`src/rtl/spi_xfer_sequencer_if.sv`:
```
// Bundle between the requesters, the sequencer and the SPI master interface.
// The sequencer uses the slave modport. The requester/SPI side uses the master modport.
`timescale 1ns/1ps
interface spi_xfer_sequencer_if #(
  parameter int NREQ = 4
);
  logic [NREQ-1:0]   req;
  logic [4*NREQ-1:0] req_cfg;
  logic [8*NREQ-1:0] req_tx;
  logic [NREQ-1:0]   grant;
  logic [NREQ-1:0]   done;
  logic [7:0]        rx_data;
  logic              busy;
  logic              spi_enable;
  logic              spi_cpol;
  logic              spi_cpha;
  logic [1:0]        spi_clk_sel;
  logic [7:0]        spi_master_data_in;
  logic [7:0]        spi_master_data_out;

  modport slave (
    input  req, req_cfg, req_tx, spi_master_data_out,
    output grant, done, rx_data, busy,
           spi_enable, spi_cpol, spi_cpha, spi_clk_sel, spi_master_data_in
  );

  modport master (
    output req, req_cfg, req_tx, spi_master_data_out,
    input  grant, done, rx_data, busy,
           spi_enable, spi_cpol, spi_cpha, spi_clk_sel, spi_master_data_in
  );
endinterface

```
`src/rtl/spi_xfer_sequencer.sv`:
```
// Round-robin sequencer sharing one SPI master among NREQ requesters.
// It latches the owner's mode and TX byte at grant and times enable by clk_sel.
// It captures the received byte and returns it with a one-cycle done pulse.
`timescale 1ns/1ps
module spi_xfer_sequencer #(
  parameter int NREQ      = 4,
  parameter int SETUP_CYC = 2,
  parameter int XFER_CYC0 = 22,
  parameter int XFER_CYC1 = 44,
  parameter int XFER_CYC2 = 175,
  parameter int XFER_CYC3 = 350,
  parameter int GAP_CYC   = 2,
  parameter int CNT_W     = 10
) (
  input logic clk,
  input logic reset,
  spi_xfer_sequencer_if.slave bus
);

  localparam int PTR_W = (NREQ > 1) ? $clog2(NREQ) : 1;

  typedef enum logic [2:0] {IDLE, SETUP, XFER, CAPTURE, GAP} state_t;

  state_t            state_q, state_d;
  logic [CNT_W-1:0]  cnt_q, cnt_d;
  logic [PTR_W-1:0]  ptr_q, ptr_d;
  logic [PTR_W-1:0]  owner_q, owner_d;
  logic [3:0]        cfg_q, cfg_d;
  logic [7:0]        tx_q, tx_d;
  logic [7:0]        rx_q, rx_d;
  logic [NREQ-1:0]   grant_q, grant_d;
  logic [NREQ-1:0]   done_q, done_d;

  logic              pick_found;
  logic [PTR_W-1:0]  pick_idx;
  logic [3:0]        pick_cfg;
  logic [7:0]        pick_tx;

  // Counter reload for the enable-high phase, chosen by the latched clk_sel.
  function automatic logic [CNT_W-1:0] xferReload(input logic [1:0] sel);
    case (sel)
      2'd0:    xferReload = CNT_W'(XFER_CYC0 - 1);
      2'd1:    xferReload = CNT_W'(XFER_CYC1 - 1);
      2'd2:    xferReload = CNT_W'(XFER_CYC2 - 1);
      default: xferReload = CNT_W'(XFER_CYC3 - 1);
    endcase
  endfunction

  // Round-robin pick: the first set request at or above ptr, else the first set request from 0.
  always_comb begin
    pick_found = 1'b0;
    pick_idx   = '0;
    pick_cfg   = '0;
    pick_tx    = '0;
    for (int k = 0; k < NREQ; k++) begin
      if (!pick_found && bus.req[k] && (k >= int'(ptr_q))) begin
        pick_found = 1'b1;
        pick_idx   = PTR_W'(k);
      end
    end
    for (int k = 0; k < NREQ; k++) begin
      if (!pick_found && bus.req[k]) begin
        pick_found = 1'b1;
        pick_idx   = PTR_W'(k);
      end
    end
    for (int k = 0; k < NREQ; k++) begin
      if (pick_idx == PTR_W'(k)) begin
        pick_cfg = bus.req_cfg[4*k +: 4];
        pick_tx  = bus.req_tx[8*k +: 8];
      end
    end
  end

  // State register and datapath registers. Reset aborts any transfer immediately.
  always_ff @(posedge clk) begin
    if (reset) begin
      state_q <= IDLE;
      cnt_q   <= '0;
      ptr_q   <= '0;
      owner_q <= '0;
      cfg_q   <= '0;
      tx_q    <= '0;
      rx_q    <= '0;
      grant_q <= '0;
      done_q  <= '0;
    end else begin
      state_q <= state_d;
      cnt_q   <= cnt_d;
      ptr_q   <= ptr_d;
      owner_q <= owner_d;
      cfg_q   <= cfg_d;
      tx_q    <= tx_d;
      rx_q    <= rx_d;
      grant_q <= grant_d;
      done_q  <= done_d;
    end
  end

  // Next-state logic. The counter is reloaded with (phase length - 1) on every state entry.
  always_comb begin
    state_d = state_q;
    cnt_d   = cnt_q;
    ptr_d   = ptr_q;
    owner_d = owner_q;
    cfg_d   = cfg_q;
    tx_d    = tx_q;
    rx_d    = rx_q;
    grant_d = grant_q;
    done_d  = '0;
    case (state_q)
      IDLE: begin
        if (pick_found) begin
          state_d = SETUP;
          cnt_d   = CNT_W'(SETUP_CYC - 1);
          owner_d = pick_idx;
          cfg_d   = pick_cfg;
          tx_d    = pick_tx;
          grant_d = NREQ'(1) << pick_idx;
        end
      end
      SETUP: begin
        if (cnt_q == '0) begin
          state_d = XFER;
          cnt_d   = xferReload(cfg_q[1:0]);
        end else begin
          cnt_d = cnt_q - 1'b1;
        end
      end
      XFER: begin
        if (cnt_q == '0) begin
          state_d = CAPTURE;
        end else begin
          cnt_d = cnt_q - 1'b1;
        end
      end
      CAPTURE: begin
        state_d = GAP;
        cnt_d   = CNT_W'(GAP_CYC - 1);
        rx_d    = bus.spi_master_data_out;
        done_d  = grant_q;
        grant_d = '0;
        ptr_d   = (int'(owner_q) == NREQ - 1) ? '0 : owner_q + 1'b1;
      end
      GAP: begin
        if (cnt_q == '0) begin
          state_d = IDLE;
        end else begin
          cnt_d = cnt_q - 1'b1;
        end
      end
      default: state_d = IDLE;
    endcase
  end

  // Outputs decoded from registered state, so enable and busy are glitch-free.
  always_comb begin
    bus.spi_enable         = (state_q == XFER);
    bus.busy               = (state_q != IDLE);
    bus.grant              = grant_q;
    bus.done               = done_q;
    bus.rx_data            = rx_q;
    bus.spi_cpha           = cfg_q[3];
    bus.spi_cpol           = cfg_q[2];
    bus.spi_clk_sel        = cfg_q[1:0];
    bus.spi_master_data_in = tx_q;
  end

endmodule
```
`src/flat_wrapper.sv`:
```
// flat-port wrapper written by rule: the top's interface ports become plain ports
module spi_xfer_sequencer_flat 
#(
  parameter int NREQ      = 4,
  parameter int SETUP_CYC = 2,
  parameter int XFER_CYC0 = 22,
  parameter int XFER_CYC1 = 44,
  parameter int XFER_CYC2 = 175,
  parameter int XFER_CYC3 = 350,
  parameter int GAP_CYC   = 2,
  parameter int CNT_W     = 10
)
  (clk, reset, bus_req, bus_req_cfg, bus_req_tx, bus_spi_master_data_out, bus_grant, bus_done, bus_rx_data, bus_busy, bus_spi_enable, bus_spi_cpol, bus_spi_cpha, bus_spi_clk_sel, bus_spi_master_data_in);
  spi_xfer_sequencer_if #(.NREQ(NREQ)) bus_i ();
  input logic clk;
  input logic reset;
  input wire logic [$bits(bus_i.req)-1:0] bus_req;
  input wire logic [$bits(bus_i.req_cfg)-1:0] bus_req_cfg;
  input wire logic [$bits(bus_i.req_tx)-1:0] bus_req_tx;
  input wire logic [$bits(bus_i.spi_master_data_out)-1:0] bus_spi_master_data_out;
  output wire logic [$bits(bus_i.grant)-1:0] bus_grant;
  output wire logic [$bits(bus_i.done)-1:0] bus_done;
  output wire logic [$bits(bus_i.rx_data)-1:0] bus_rx_data;
  output wire logic [$bits(bus_i.busy)-1:0] bus_busy;
  output wire logic [$bits(bus_i.spi_enable)-1:0] bus_spi_enable;
  output wire logic [$bits(bus_i.spi_cpol)-1:0] bus_spi_cpol;
  output wire logic [$bits(bus_i.spi_cpha)-1:0] bus_spi_cpha;
  output wire logic [$bits(bus_i.spi_clk_sel)-1:0] bus_spi_clk_sel;
  output wire logic [$bits(bus_i.spi_master_data_in)-1:0] bus_spi_master_data_in;
  assign bus_i.req = bus_req;
  assign bus_i.req_cfg = bus_req_cfg;
  assign bus_i.req_tx = bus_req_tx;
  assign bus_i.spi_master_data_out = bus_spi_master_data_out;
  assign bus_grant = bus_i.grant;
  assign bus_done = bus_i.done;
  assign bus_rx_data = bus_i.rx_data;
  assign bus_busy = bus_i.busy;
  assign bus_spi_enable = bus_i.spi_enable;
  assign bus_spi_cpol = bus_i.spi_cpol;
  assign bus_spi_cpha = bus_i.spi_cpha;
  assign bus_spi_clk_sel = bus_i.spi_clk_sel;
  assign bus_spi_master_data_in = bus_i.spi_master_data_in;
  spi_xfer_sequencer #(.NREQ(NREQ), .SETUP_CYC(SETUP_CYC), .XFER_CYC0(XFER_CYC0), .XFER_CYC1(XFER_CYC1), .XFER_CYC2(XFER_CYC2), .XFER_CYC3(XFER_CYC3), .GAP_CYC(GAP_CYC), .CNT_W(CNT_W)) u_core (.clk(clk), .reset(reset), .bus(bus_i));
endmodule
```
`config.mk`:
```
export PLATFORM = sky130hd
export DESIGN_NAME = spi_xfer_sequencer_flat
export DESIGN_NICKNAME = d
export VERILOG_FILES = /design/src/rtl/spi_xfer_sequencer_if.sv /design/src/rtl/spi_xfer_sequencer.sv /design/src/flat_wrapper.sv
export SDC_FILE = /design/constraint.sdc
export NUM_CORES = 1
export LEC_CHECK = 0
export ABC_CLOCK_PERIOD_IN_PS = 2000
export CORE_MARGIN = 2
export CORE_UTILIZATION = 42
export CTS_BUF_LIST = sky130_fd_sc_hd__clkbuf_4 sky130_fd_sc_hd__clkbuf_8
export CTS_CLUSTER_DIAMETER = 50
export DETAILED_ROUTE_END_ITERATION = 12
export GPL_ROUTABILITY_DRIVEN = 0
export PLACE_DENSITY = 0.88
export SLEW_MARGIN = 25
export SYNTH_ARGS = -nofsm -noshare
export SYNTH_HDL_FRONTEND = slang
export SYNTH_SLANG_ARGS = --single-unit
```
`constraint.sdc`:
```
create_clock -name clk -period 2 [get_ports clk]
set_input_delay 0.6 -clock clk [delete_from_list [all_inputs] [get_ports clk]]
set_output_delay 0.6 -clock clk [all_outputs]
set_load 0.02 [all_outputs]
```
==> metrics.yaml <==
worst_slack_ns: 0.00818
drt_wl_total_um: 8320
cap_violations: 0
drt-initial-drc-count: 224
worst-setup-path-type: "reg -> reg"
muxShareOfSynthArea_pct: 5.50
fin_util_pct: 68.2
crit_arrival_ns: 2.22
synthXorXnorAreaFrac_pct: 0.340
synth-edff-count: 0
yosys.area_share.simple_pct: 21.5
start_util_pct: 43.4
rsz0062_at_grt: "yes"
yosysUniqueCellTypes: 59
finalSetupViolCount: 0
fin_setup_tns_ns: 0
grt_usage_pct: 25.0
grt.overflow.total: 0
die_width_um: 82.3
syn2layout_area_growth_pct: 57.0
grt_pass1_vias: 2771
htree_levels: 2
via_per_inst: 5.73
synthAdderAreaFrac_pct: 3.40
cts_root_buffer: "clkbuf_8"
clock_sinks: 45
fin_skew_ns: 0.00693
vias: 2825
core_um2: 5920
slew_viol_final: 0
clk_latency_ns: 0.30
slowest_delay_ns: 0.52
wl_per_cell_um: 16.9
syn_nets: 373
firstDrtPassIters: 4
layout_common_cells: "clkdlybuf4s50_1, dfxtp_1, a21oi_1"
crit_slowest_cell: "or4b_4"
critPathLaunchType: "flip-flop"
leakagePower_nw: 1.51
crit_path_end_kind: "flip-flop"
layout.cells.non_filler: 493
syn_inst: 304
synth_compound_area_share_pct: 26.9
drc: 0
power.density_nw_per_um2: 1410
finalCritPeriodShare_pct: 99.6
dp_hpwl_um: 5220
fp-row-count: 28
syn_area_per_cell_um2: 8.46
cts_buffer_depth: 2
ys_warn_count: 0
ant_nets: 0
drive_gt1_share_pct: 19.4
antennaDiodeCount: 0
place_ws_ns: -0.533
cts_tree: "yes"
post-route-min-period_ns: 1.99
yosysSeqAreaShare_pct: 35.0
fmax_mhz: 502
synth_top_family_by_area: "compound AO/OA/AOI/OAI gates"
crit_family: "simple AND/OR/NAND/NOR gates"
worstMarginPinSlew_ns: 0.470
peakVddDrop_v: 0.00105
dp_cells: 474
ios: 92
hold_path_class: "reg -> reg"
outcome: "finished clean"
async_reset_ff_share_pct: 0
cp.required_ns: 2.22
hold_ws_ns: 0.456
fin_nets: 486
path_cells: "inv_2, ha_4, or4b_4, nor3_4, o21a_2, buf_6, o41ai_2, a211oi_1"
syn_area_um2: 2570
numPortBuffers: 91
postSynth.topFlopCell: "dfxtp_1"
cp_max_fo: 4
die_h_um: 82.3
ys_ff_latch: 45
grt_max_degree: 46
clkSlewWorstSetupHoldPaths_ns: 0.09
antenna_found_initial: 0
die_area_um2: 6770
hold_viol_final: 0
relSlewSlack_pct: 68.2
path_buf_inv: 2
grt_pass1_wl_um: 13000
numCtsBuffers: 5
mostFrequentLayoutCell: "clkdlybuf4s50_1"
==> cell families after synthesis <==
logic type	after synthesis
muxes	14
DFF	45
adders and majority gates	7
AOI/OAI and AO/OA	99
xor gates and xnor gates	1
buffers and inverters	40
and+or+nand+nor	98
==> registers in the layout (all words and copies together), names as in the netlist <==
name                           cells
u_core.cnt_q                      10
u_core.state_q                     3
u_core.bus.grant                   4
u_core.bus.rx_data                 8
u_core.bus.spi_master_data_in      8
u_core.ptr_q                       2
u_core.bus.done                    4
u_core.owner_q                     2
u_core.cfg_q                       4
==> routing by layer <==
metal	share of wire (%)	vias up	global-route usage, %
met5	0	-	0
met4	3.0	0	9.83
met3	5.4	26	4.67
met2	52	109	46.3
met1	39	1346	27.9
li1	-	1344	-
==> final timing paths <==
kind | startpoint | to | slack, ns | cells after the start
worst max register to register | u_core.cnt_q[1]$_SDFFE_PP0P_ | u_core.cnt_q[9]$_SDFFE_PP0P_ | 0.008 | 8
worst max-delay path | u_core.cnt_q[1]$_SDFFE_PP0P_ | u_core.cnt_q[9]$_SDFFE_PP0P_ | 0.008 | 8
worst min-delay path | u_core.bus.rx_data[4]$_SDFFE_PP0P_ | u_core.bus.rx_data[4]$_SDFFE_PP0P_ | 0.46 | 2
worst min register to register | u_core.bus.rx_data[4]$_SDFFE_PP0P_ | u_core.bus.rx_data[4]$_SDFFE_PP0P_ | 0.46 | 2
==> what timing repair did <==
| action | in CTS | in global routing |
|---|---|---|
| cloned | 4 | 0 |
| hold endpoints to repair | 0 | 0 |
| hold buffers | 0 | 0 |
| resized for setup | 16 | 16 |
| pin swaps | 6 | 9 |
| buffers inserted | 5 | 2 |
| setup endpoints to repair | 26 | 21 |
==> synth_stat cells (2+ instances only) <==
library cell	count	area share, %
o21a_1	4	1.2
inv_1	19	2.8
mux2i_1	13	5.1
nor2_1	20	2.9
o21ai_1	4	0.78
a32oi_1	4	1.4
buf_6	4	1.8
nand2_1	22	3.2
or3_1	2	0.49
buf_2	7	1.4
nor3b_1	6	1.8
o31ai_1	14	4.1
o22ai_1	2	0.49
or2_2	3	0.73
a31oi_1	3	0.73
nand3_1	7	1.4
a21oi_1	33	6.4
clkbuf_1	10	1.5
ha_1	7	3.4
nor4_1	2	0.49
a211oi_1	15	4.4
nor3_1	15	2.9
o21ai_0	4	0.78
dfxtp_1	45	35
nand2b_1	5	1.2
==> tightest hold or removal path, stage by stage, from the launching register on <==
cell	delay (ns)
dfxtp_1	0.32
nand2_1	0.05
a21oi_1	0.05
==> layout make-up <==
| type | instances | area [um^2] |
|---|---|---|
| fillers | 454 | 1880 |
| multi-input cells | 221 | 1610 |
| repair buffers | 125 | 1260 |
| flip-flops and latches | 45 | 903 |
| well taps | 75 | 93.8 |
| clock buffers | 6 | 82.6 |
| inverters | 19 | 71.3 |
| clock inverters | 2 | 17.5 |
==> metrics by stage <==
step	total power, W	cell area [um^2]
floorplan	0.00346	2570
global placement	0.00447	3670
CTS	0.00547	3960
global route	0.00602	4040
detailed placement	0.00458	3670
finish	0.00569	4040
==> where the power goes <==
group,internal (W),switching (W),leakage (nW)
logic,0.00173,0.00193,1.09
clock network,0.000287,0.000339,0.0518
registers,0.00117,0.000224,0.369
(Power assumes the default switching activity.)
